`src/rtl/dcache_write_buffer_pkg.sv`:
```
// rtl/dcache_write_buffer_pkg.sv - shared memory-system widths and write-buffer FSM encoding
package dcache_write_buffer_pkg;

    localparam int ADDR_W = 6;
    localparam int DATA_W = 32;

    typedef enum logic [1:0] {
        IDLE    = 2'd0,
        DRAIN   = 2'd1,
        RD_MEM  = 2'd2,
        RD_DONE = 2'd3
    } wb_state_e;

endpackage

```
`src/rtl/dcache_write_buffer_if.sv`:
```
// rtl/dcache_write_buffer_if.sv - cache-side and data-memory-side signal bundle of the write buffer
interface dcache_write_buffer_if #(
    parameter int DEPTH = 4
);
    import dcache_write_buffer_pkg::*;

    localparam int CNT_W = $clog2(DEPTH) + 1;

    logic              mem_read;
    logic              mem_write;
    logic [ADDR_W-1:0] mem_address;
    logic [DATA_W-1:0] mem_writeData;
    logic [DATA_W-1:0] mem_readData;
    logic              mem_busywait;

    logic              dm_read;
    logic              dm_write;
    logic [ADDR_W-1:0] dm_address;
    logic [DATA_W-1:0] dm_writeData;
    logic [DATA_W-1:0] dm_readData;
    logic              dm_busywait;

    logic [CNT_W-1:0]  count;

    modport slave (
        input  mem_read, mem_write, mem_address, mem_writeData, dm_readData, dm_busywait,
        output mem_readData, mem_busywait, dm_read, dm_write, dm_address, dm_writeData, count
    );

    modport master (
        output mem_read, mem_write, mem_address, mem_writeData, dm_readData, dm_busywait,
        input  mem_readData, mem_busywait, dm_read, dm_write, dm_address, dm_writeData, count
    );

endinterface

```
`src/rtl/dcache_write_buffer_wb_fifo.sv`:
```
// rtl/dcache_write_buffer_wb_fifo.sv - posted-write FIFO with associative youngest-match lookup
module wb_fifo
    import dcache_write_buffer_pkg::*;
#(
    parameter  int DEPTH = 4,
    localparam int PTR_W = $clog2(DEPTH),
    localparam int CNT_W = PTR_W + 1
) (
    input  logic              clock,
    input  logic              reset,
    input  logic              push_i,
    input  logic [ADDR_W-1:0] push_addr_i,
    input  logic [DATA_W-1:0] push_data_i,
    input  logic              pop_i,
    input  logic [ADDR_W-1:0] lookup_addr_i,
    output logic              full_o,
    output logic              empty_o,
    output logic [ADDR_W-1:0] head_addr_o,
    output logic [DATA_W-1:0] head_data_o,
    output logic [CNT_W-1:0]  count_o,
    output logic              hit_o,
    output logic [DATA_W-1:0] hit_data_o
);

    logic [ADDR_W-1:0] addr_q [DEPTH];
    logic [DATA_W-1:0] data_q [DEPTH];
    logic [DEPTH-1:0]  valid_q;
    logic [PTR_W-1:0]  head_q;
    logic [PTR_W-1:0]  tail_q;
    logic [CNT_W-1:0]  count_q;
    logic              push_ok;
    logic              pop_ok;

    assign full_o      = (count_q == CNT_W'(DEPTH));
    assign empty_o     = (count_q == '0);
    assign push_ok     = push_i && !full_o;
    assign pop_ok      = pop_i && !empty_o;
    assign head_addr_o = addr_q[head_q];
    assign head_data_o = data_q[head_q];
    assign count_o     = count_q;

    always_ff @(posedge clock) begin
        if (push_ok) begin
            addr_q[tail_q] <= push_addr_i;
            data_q[tail_q] <= push_data_i;
        end
    end

    always_ff @(posedge clock or negedge reset) begin
        if (!reset) begin
            valid_q <= '0;
            head_q  <= '0;
            tail_q  <= '0;
            count_q <= '0;
        end else begin
            if (push_ok) begin
                valid_q[tail_q] <= 1'b1;
                tail_q          <= tail_q + PTR_W'(1);
            end
            if (pop_ok) begin
                valid_q[head_q] <= 1'b0;
                head_q          <= head_q + PTR_W'(1);
            end
            case ({push_ok, pop_ok})
                2'b10:   count_q <= count_q + CNT_W'(1);
                2'b01:   count_q <= count_q - CNT_W'(1);
                default: count_q <= count_q;
            endcase
        end
    end

    // Walk oldest to youngest so the last match found is the youngest copy of the address.
    always_comb begin
        logic [PTR_W-1:0] idx;
        idx        = '0;
        hit_o      = 1'b0;
        hit_data_o = '0;
        for (int i = 0; i < DEPTH; i++) begin
            idx = head_q + PTR_W'(i);
            if (valid_q[idx] && (addr_q[idx] == lookup_addr_i)) begin
                hit_o      = 1'b1;
                hit_data_o = data_q[idx];
            end
        end
    end

endmodule

```
`src/rtl/dcache_write_buffer.sv`:
```
// rtl/dcache_write_buffer.sv - posted write buffer between data cache and data memory
module dcache_write_buffer #(
    parameter int DEPTH = 4
) (
    input logic                   clock,
    input logic                   reset,
    dcache_write_buffer_if.slave  bus
);
    import dcache_write_buffer_pkg::*;

    localparam int CNT_W = $clog2(DEPTH) + 1;

    wb_state_e         state_q, state_d;
    logic [DATA_W-1:0] rdata_q, rdata_d;

    logic              full, empty, hit, pop;
    logic              rd_req, fwd;
    logic [ADDR_W-1:0] head_addr;
    logic [DATA_W-1:0] head_data, hit_data;
    logic [CNT_W-1:0]  fifo_count;
    logic              dm_read, dm_write;
    logic [ADDR_W-1:0] dm_address;

    // A simultaneous write wins, so the read side only ever sees a clean read request.
    assign rd_req = bus.mem_read && !bus.mem_write;
    assign fwd    = rd_req && hit;

    wb_fifo #(.DEPTH(DEPTH)) u_fifo (
        .clock        (clock),
        .reset        (reset),
        .push_i       (bus.mem_write),
        .push_addr_i  (bus.mem_address),
        .push_data_i  (bus.mem_writeData),
        .pop_i        (pop),
        .lookup_addr_i(bus.mem_address),
        .full_o       (full),
        .empty_o      (empty),
        .head_addr_o  (head_addr),
        .head_data_o  (head_data),
        .count_o      (fifo_count),
        .hit_o        (hit),
        .hit_data_o   (hit_data)
    );

    always_ff @(posedge clock or negedge reset) begin
        if (!reset) begin
            state_q <= IDLE;
            rdata_q <= '0;
        end else begin
            state_q <= state_d;
            rdata_q <= rdata_d;
        end
    end

    always_comb begin
        state_d    = state_q;
        rdata_d    = rdata_q;
        dm_read    = 1'b0;
        dm_write   = 1'b0;
        dm_address = head_addr;
        pop        = 1'b0;
        case (state_q)
            IDLE: begin
                if (rd_req && !hit) begin
                    state_d = RD_MEM;
                end else if (!empty) begin
                    state_d = DRAIN;
                end
            end
            DRAIN: begin
                dm_write = 1'b1;
                if (!bus.dm_busywait) begin
                    pop     = 1'b1;
                    state_d = IDLE;
                end
            end
            RD_MEM: begin
                dm_read    = 1'b1;
                dm_address = bus.mem_address;
                if (!bus.dm_busywait) begin
                    rdata_d = bus.dm_readData;
                    state_d = RD_DONE;
                end
            end
            RD_DONE: begin
                state_d = IDLE;
            end
            default: begin
                state_d = IDLE;
            end
        endcase
    end

    assign bus.dm_read      = dm_read;
    assign bus.dm_write     = dm_write;
    assign bus.dm_address   = dm_address;
    assign bus.dm_writeData = head_data;
    assign bus.count        = fifo_count;
    assign bus.mem_readData = fwd ? hit_data : rdata_q;

    // Held low through reset so a cache stalled at reset is released cleanly.
    assign bus.mem_busywait = reset &&
                              ((bus.mem_write && full) ||
                               (rd_req && !hit && (state_q != RD_DONE)));

    a_no_read_write_overlap: assert property (
        @(posedge clock) disable iff (!reset) !(bus.mem_read && bus.mem_write)
    );

endmodule
```
`src/flat_wrapper.sv`:
```
// flat-port wrapper written by rule: the top's interface ports become plain ports
module dcache_write_buffer_flat import dcache_write_buffer_pkg::*;
#(
    parameter int DEPTH = 4
)
  (clock, reset, bus_mem_read, bus_mem_write, bus_mem_address, bus_mem_writeData, bus_dm_readData, bus_dm_busywait, bus_mem_readData, bus_mem_busywait, bus_dm_read, bus_dm_write, bus_dm_address, bus_dm_writeData, bus_count);
  dcache_write_buffer_if #(.DEPTH(DEPTH)) bus_i ();
  input logic clock;
  input logic reset;
  input wire logic [$bits(bus_i.mem_read)-1:0] bus_mem_read;
  input wire logic [$bits(bus_i.mem_write)-1:0] bus_mem_write;
  input wire logic [$bits(bus_i.mem_address)-1:0] bus_mem_address;
  input wire logic [$bits(bus_i.mem_writeData)-1:0] bus_mem_writeData;
  input wire logic [$bits(bus_i.dm_readData)-1:0] bus_dm_readData;
  input wire logic [$bits(bus_i.dm_busywait)-1:0] bus_dm_busywait;
  output wire logic [$bits(bus_i.mem_readData)-1:0] bus_mem_readData;
  output wire logic [$bits(bus_i.mem_busywait)-1:0] bus_mem_busywait;
  output wire logic [$bits(bus_i.dm_read)-1:0] bus_dm_read;
  output wire logic [$bits(bus_i.dm_write)-1:0] bus_dm_write;
  output wire logic [$bits(bus_i.dm_address)-1:0] bus_dm_address;
  output wire logic [$bits(bus_i.dm_writeData)-1:0] bus_dm_writeData;
  output wire logic [$bits(bus_i.count)-1:0] bus_count;
  assign bus_i.mem_read = bus_mem_read;
  assign bus_i.mem_write = bus_mem_write;
  assign bus_i.mem_address = bus_mem_address;
  assign bus_i.mem_writeData = bus_mem_writeData;
  assign bus_i.dm_readData = bus_dm_readData;
  assign bus_i.dm_busywait = bus_dm_busywait;
  assign bus_mem_readData = bus_i.mem_readData;
  assign bus_mem_busywait = bus_i.mem_busywait;
  assign bus_dm_read = bus_i.dm_read;
  assign bus_dm_write = bus_i.dm_write;
  assign bus_dm_address = bus_i.dm_address;
  assign bus_dm_writeData = bus_i.dm_writeData;
  assign bus_count = bus_i.count;
  dcache_write_buffer #(.DEPTH(DEPTH)) u_core (.clock(clock), .reset(reset), .bus(bus_i));
endmodule
```
`config.mk`:
```
export PLATFORM = sky130hd
export DESIGN_NAME = dcache_write_buffer_flat
export DESIGN_NICKNAME = d
export VERILOG_FILES = /design/src/rtl/dcache_write_buffer_pkg.sv /design/src/rtl/dcache_write_buffer_if.sv /design/src/rtl/dcache_write_buffer_wb_fifo.sv /design/src/rtl/dcache_write_buffer.sv /design/src/flat_wrapper.sv
export SDC_FILE = /design/constraint.sdc
export NUM_CORES = 1
export LEC_CHECK = 0
export ABC_AREA = 1
export CORE_MARGIN = 1.5
export CORE_UTILIZATION = 25
export CTS_BUF_LIST = sky130_fd_sc_hd__clkbuf_4 sky130_fd_sc_hd__clkbuf_8
export DETAILED_ROUTE_END_ITERATION = 8
export PLACE_DENSITY = 0.44
export RECOVER_POWER = 25
export SYNTH_ARGS = -nofsm -noshare
export SYNTH_HDL_FRONTEND = slang
export SYNTH_SLANG_ARGS = --single-unit
```
`constraint.sdc`:
```
create_clock -name clock -period 4.05 [get_ports clock]
set_clock_uncertainty 0.2 [all_clocks]
set_input_delay 0.81 -clock clock [delete_from_list [all_inputs] [get_ports clock]]
set_output_delay 0.81 -clock clock [all_outputs]
set_load 0.01 [all_outputs]
```
* After elaboration in Yosys (flattened, before gate mapping)
Memories as Yosys holds them, arrays and structs flattened.
Index checks and enable logic that the tools add are counted.
** Word-level totals
- Flip-flop bits (word level) :: 45
- Bits in latches :: 0
- RAM bits :: 152
- ROM bits :: 0
- Output and inout port bits :: 76
- Logic and storage cells :: 99
- Memories :: 2
** Cells by class
- Add/sub/neg operators :: 6
- Multiply operators :: 0
- Div/mod/pow operators :: 0
- $lt $le $gt $ge :: 7
- Equal/unequal tests :: 14
- Shift-type cells :: 0
- Mux-type cells :: 36
- Bitwise operators :: 4
- Reductions and logical operators :: 24
** Memory list
- u_core.u_fifo.data_q :: words 4, width 32, read ports 4, clocked after Yosys merged registers in 0, wr ports 1, line dcache_write_buffer_wb_fifo.sv:26 : logic [DATA_W-1:0] data_q [DEPTH];
- u_core.u_fifo.addr_q :: words 4, width 6, read ports 4, clocked after Yosys merged registers in 0, wr ports 1, line dcache_write_buffer_wb_fifo.sv:25 : logic [ADDR_W-1:0] addr_q [DEPTH];
** Operator list (number)
- 32-bit two-way mux :: 5
- 6-bit == test :: 4
- 1-bit two-way mux :: 16
- 2-bit by 3-bit < comparator with 1-bit output (second input constant) :: 5
- 1-bit logical AND :: 14
- 1-bit binary-select mux with 2-bit select :: 4
- 2-bit two-way mux :: 4
- 4-bit two-way mux :: 2
- 2-bit one-hot mux with 4 select lines :: 1
- 2-bit == test (second input constant) :: 3
- 6-bit two-way mux :: 1
- 2-bit != test (second input constant) :: 3
- 3-bit one-hot mux with 2 select lines :: 1
- 2-bit by 1-bit adder with 2-bit output (second input constant) :: 2
- 2-bit adder (second input constant) :: 2
- 4-bit bitwise AND :: 1
- 1-bit demux with 2-bit select :: 2
- 2-bit by 1-bit == test with 1-bit output (second input constant) :: 2
- 2-bit by 1-bit >= comparator with 1-bit output (second input constant) :: 2
- 1-bit zero test :: 4
- 4-bit NOT :: 1
- 4-bit OR :: 1
- 3-bit by 1-bit adder with 3-bit output (second input constant) :: 1
- 3-bit == test (second input constant) :: 1
- other kinds (9) :: 9

* Logic depth before layout (Yosys ltp)
- Word-level depth :: 12
- Gate-level depth with buffers :: 23

* By module
Synthesis repeated with hierarchy kept, for this count alone.
** Unflattened totals
- Cell total of the unflattened synthesis :: 1421
- Area, all modules :: 12189.2 um2
** Modules (own cells, without submodules)
- wb_fifo :: times used 1, cells each 1140, area each 10136.0 um2, sequential area each 4839.6 um2
- dcache_write_buffer :: times used 1, cells each 281, area each 2053.2 um2, sequential area each 850.8 um2

* Worst setup path after synthesis
OpenSTA, ideal clock, no wires.
- Kind :: register to output
- Start point :: reg u_core.u_fifo.head_q[1]
- End point :: out bus_mem_readData[0]
- Arrival :: 3.236 ns
- Setup slack :: -0.196 ns
- Stages on the path, launching flop included :: 23
- Buffers on the path :: 7
- Cell sequence :: dfrtp_1 buf_2 inv_2 buf_4 clkbuf_1 clkbuf_1 ha_1 clkbuf_2 inv_1 buf_2 nand3_1 nand3_1 nand2_1 inv_1 nand3_1 nor2_4 nor2_2 nand2_1 nand2_2 buf_6 nor2_1 nand2_1 nand2_1
** Between the ends
- Word-level cells in the longest chain between the ends :: 9
- Elaborated cells between the ends (all ways) :: 31
- Those cells by class :: add/sub: 3; eq/ne: 4; mux: 17; reduce/logical: 5; memory: 2
** Ends and longest elaborated chain
- start, declared :: line dcache_write_buffer_wb_fifo.sv:28 : logic [PTR_W-1:0] head_q;
- start signal, assigned :: line dcache_write_buffer_wb_fifo.sv:62 : head_q <= head_q + PTR_W'(1);
- 2-bit by 1-bit adder with 2-bit output (tied with other cells) :: line dcache_write_buffer_wb_fifo.sv:79 : idx = head_q + PTR_W'(i);
- memory 4 x 6 bit (tied with other cells)
- 6-bit == test (tied with other cells) :: line dcache_write_buffer_wb_fifo.sv:80 : if (valid_q[idx] && (addr_q[idx] == lookup_addr_i)) begin
- 1-bit logical AND or 1-bit two-way mux (tied branches) :: line dcache_write_buffer_wb_fifo.sv:80
- 1-bit two-way mux (3 in series) :: line dcache_write_buffer_wb_fifo.sv:80
- 1-bit logical AND :: line dcache_write_buffer.sv:26 : assign fwd = rd_req && hit;
- 32-bit two-way mux (*) :: line dcache_write_buffer.sv:99 : assign bus.mem_readData = fwd ? hit_data : rdata_q;
- end, declared :: line flat_wrapper.sv:16 : output wire logic [$bits(bus_i.mem_readData)-1:0] bus_mem_readData;
Every way passes the cells marked *; elsewhere a longest branch is shown, timed or not. The select of a mux whose other input is x is not followed.

* Worst setup path in the final report
- Start point :: reg u_core.u_fifo.head_q[0]
- End point :: out bus_mem_readData[26]
The elaborated chain is that of the path after synthesis.

==> metrics.cfg <==
[synthesis]
syn_inst=1439
synth_edf_count=152
synth_ff_type=edfxtp_1
yosysTopAreaCellShare_pct=37.6
yosys_register_bits=197
yosys_warnings=0
syn-num-nets=1524
syn-cell-area_um2=12100
yosysMostFrequentCell=nand2_1
syn_avg_cell_area_um2=8.43
async_flop_share_pct=22.8
ys_seq_area_share_pct=46.9
ys_top_cells_by_area=edfxtp_1 38%, nand2_1 14%, mux2i_1 10%
synth_top_area_cell=edfxtp_1
ys_top_cells_by_count=450 x nand2_1, 174 x nand3_1, 152 x edfxtp_1, 126 x mux2i_1, 110 x o21ai_0
synth_cell_types=36

[pwr]
p_leak_nw=7.74
power.total_mw=13.2
powerDensity_nw_per_um2=757
peakVddDrop_mv=0.560

[floorplanning]
core_um2=47800
die_w_um=223
rows=80
fp.dieH_um=223
initial_core_util_pct=25.4
io_pins=151
dieArea_um2=49800

[detailed_routing]
drc_errors=0
via_count=11000
dr.first_iter.drc_count=606
via_per_inst=4.75
routedWlPerCell_um=18.7
wirelength_mm=43.1
drt_pre_antenna_iters=6
antenna_left=0

[flow_run]
max-cap-violations=0

[placed_design]
place_inst=2232
gp_congestion=0.838
port-buffer-count=150
dpl_cell_area_um2=15100
dp_hpwl_mm=26.5

[sta]
finalCriticalPeriod_ps=4190
hold_viol=0
finalSetupViolations=32
maxSlewViolCount=0
slew_headroom_pct=9.18
finalCritPeriodShare_pct=104
grt_setup_unrepaired=yes
setup_ws_ps=-144
worst-slew-pin-transition_ps=1360
clock.fmax_ghz=0.238

[layout]
finalNonFillerCells=2310
fin_area_um2=17400
nNetsFinal=1765
layout-drive-gt1-share_pct=28.8
area_growth_pct=43.3

[setup_path]
start_kind=register
crit_type=reg -> out
critPathMaxFanout=10
worstSetupEndpointType=output port
worstPathArrival_ps=3180
cp.required_ps=3040
worst-r2r-setup-slack_ps=1380

[clock_network]
cts_max_level=4
hold_buffers=0
cts_made_buffers=17
ctsRootBufferMaster=clkbuf_8
cts.sinks=197
path_clk_slew_ps=110
cts_tree=done
clockBufferDepth=2
clk_latency_ps=570

[grt]
grt_pass1_vias=11000
antenna_found_initial=7
grt_overflow=0
grt_start_max_net_pins=98
grt_first_pass_wirelength_mm=64.1
grtUsageTotal_pct=17.3

[run_status]
status=finished with violations
failed_checks=setup timing

[worst_hold_path]
hp-class=reg -> reg

state kept, by name, indices dropped and copies added (netlist names):
signal / count
u_core.u_fifo.data_q: 128
u_core.rdata_q: 32
u_core.u_fifo.addr_q: 24
u_core.u_fifo.valid_q: 4
u_core.u_fifo.count_o: 3
u_core.state_q: 2
u_core.u_fifo.head_q: 2
u_core.u_fifo.tail_q: 2
worst max-delay path, stage by stage (launching register included):
cell     delay [ps]
dfrtp_4         540
inv_8           100
ha_4            230
inv_4            70
buf_8           130
nand3_1         140
nand3_1         100
nand2_1          50
inv_1            50
nand3_1          70
nor2_2          160
nor2_2           60
nand2_2          80
nand2_4         110
buf_6           190
buf_12          140
buf_12          140
nand2_1          50
nand2_1          50
buf_2           140
path summary, 6_finish.rpt:
path	from	to	cells after the start
max	u_core.u_fifo.head_q[0]	bus_mem_readData[26]	19
min	u_core.rdata_q[6]	u_core.rdata_q[6]	1
max reg2reg	u_core.state_q[1]	u_core.rdata_q[6]	6
min reg2reg	u_core.rdata_q[6]	u_core.rdata_q[6]	1
max in group asynchronous	reset	u_core.u_fifo.head_q[0]	3
min in group asynchronous	reset	u_core.rdata_q[30]	2
cell usage in the layout (no fill, tap or decap), types with 23 or more instances in the layout:
master	netlist	layout
buf_12	0	23
buf_2	29	27
buf_4	2	93
buf_6	5	24
clkdlybuf4s50_1	0	92
dfrtp_1	45	43
dlygate4sd3_1	0	24
edfxtp_1	152	152
inv_1	94	93
mux2_2	31	31
mux2i_1	126	126
nand2_1	450	371
nand2_2	1	63
nand3_1	174	103
nand3_2	0	70
nor2_1	91	57
nor2_4	1	24
o21ai_0	110	105
metrics by stage:
stage | util (%) | setup WS, ps | setup TNS [ps] | hold WS (ps)
2_1_floorplan | - | 8.90 | 0 | 261
3_3_place_gp | 31.5 | -435 | -12000 | 278
3_5_place_dp | 31.5 | -448 | -12360 | 286
4_1_cts | 35.3 | -239 | -6410 | 60.8
5_1_grt | 36.3 | -341 | -9780 | 339
6_report | 36.3 | -144 | -3670 | 307
where the power goes:
group / switching [mW] / leakage [nW] / internal, mW
registers: 0.269 / 1.92 / 2.74
clock network: 0.841 / 0.196 / 0.468
logic: 5.11 / 5.62 / 3.73
total: 6.22 / 7.74 / 6.94
final cells by class:
type | instances | area [µm²]
fillers | 4864 | 30500
multi-input cells | 1054 | 6770
flip-flops and latches | 197 | 5700
repair buffers | 312 | 3370
well taps | 615 | 769
inverters | 98 | 388
clock buffers | 19 | 249
clock inverters | 13 | 134
diodes | 2 | 5.00
logic make-up (layout without fill, tap and decap cells):
family / after synthesis / after routing / synth area share (%)
xor+xnor: 5 / 5 / 0.361
compound gates: 152 / 152 / 7.00
flops: 197 / 197 / 46.9
fa+ha+maj: 10 / 10 / 1.09
mux: 158 / 158 / 13.4
simple gates: 729 / 729 / 24.8
other cells: 0 / 2 / 0
buf+inv: 188 / 442 / 6.50
repair_timing:
item | 4_1_cts | 5_1_grt
buffers inserted | 27 | 4
pin swaps | 100 | 25
gates cloned | 13 | 4
endpoints found under the setup margin | 58 | 52
gates resized for setup | 398 | 92
layer usage:
layer  routed length (µm)  vias up  part of all wire (%)  global-route usage, %
met2                20300      256                    47                   28.4
met5                   23        -                 0.053                      0
met1                19400     5266                    45                   21.9
met4                 1440        4                   3.3                   7.15
met3                 1900       92                   4.4                   4.08
li1                     -     5347                     -                      -
Power figures use the tool's default switching activity.
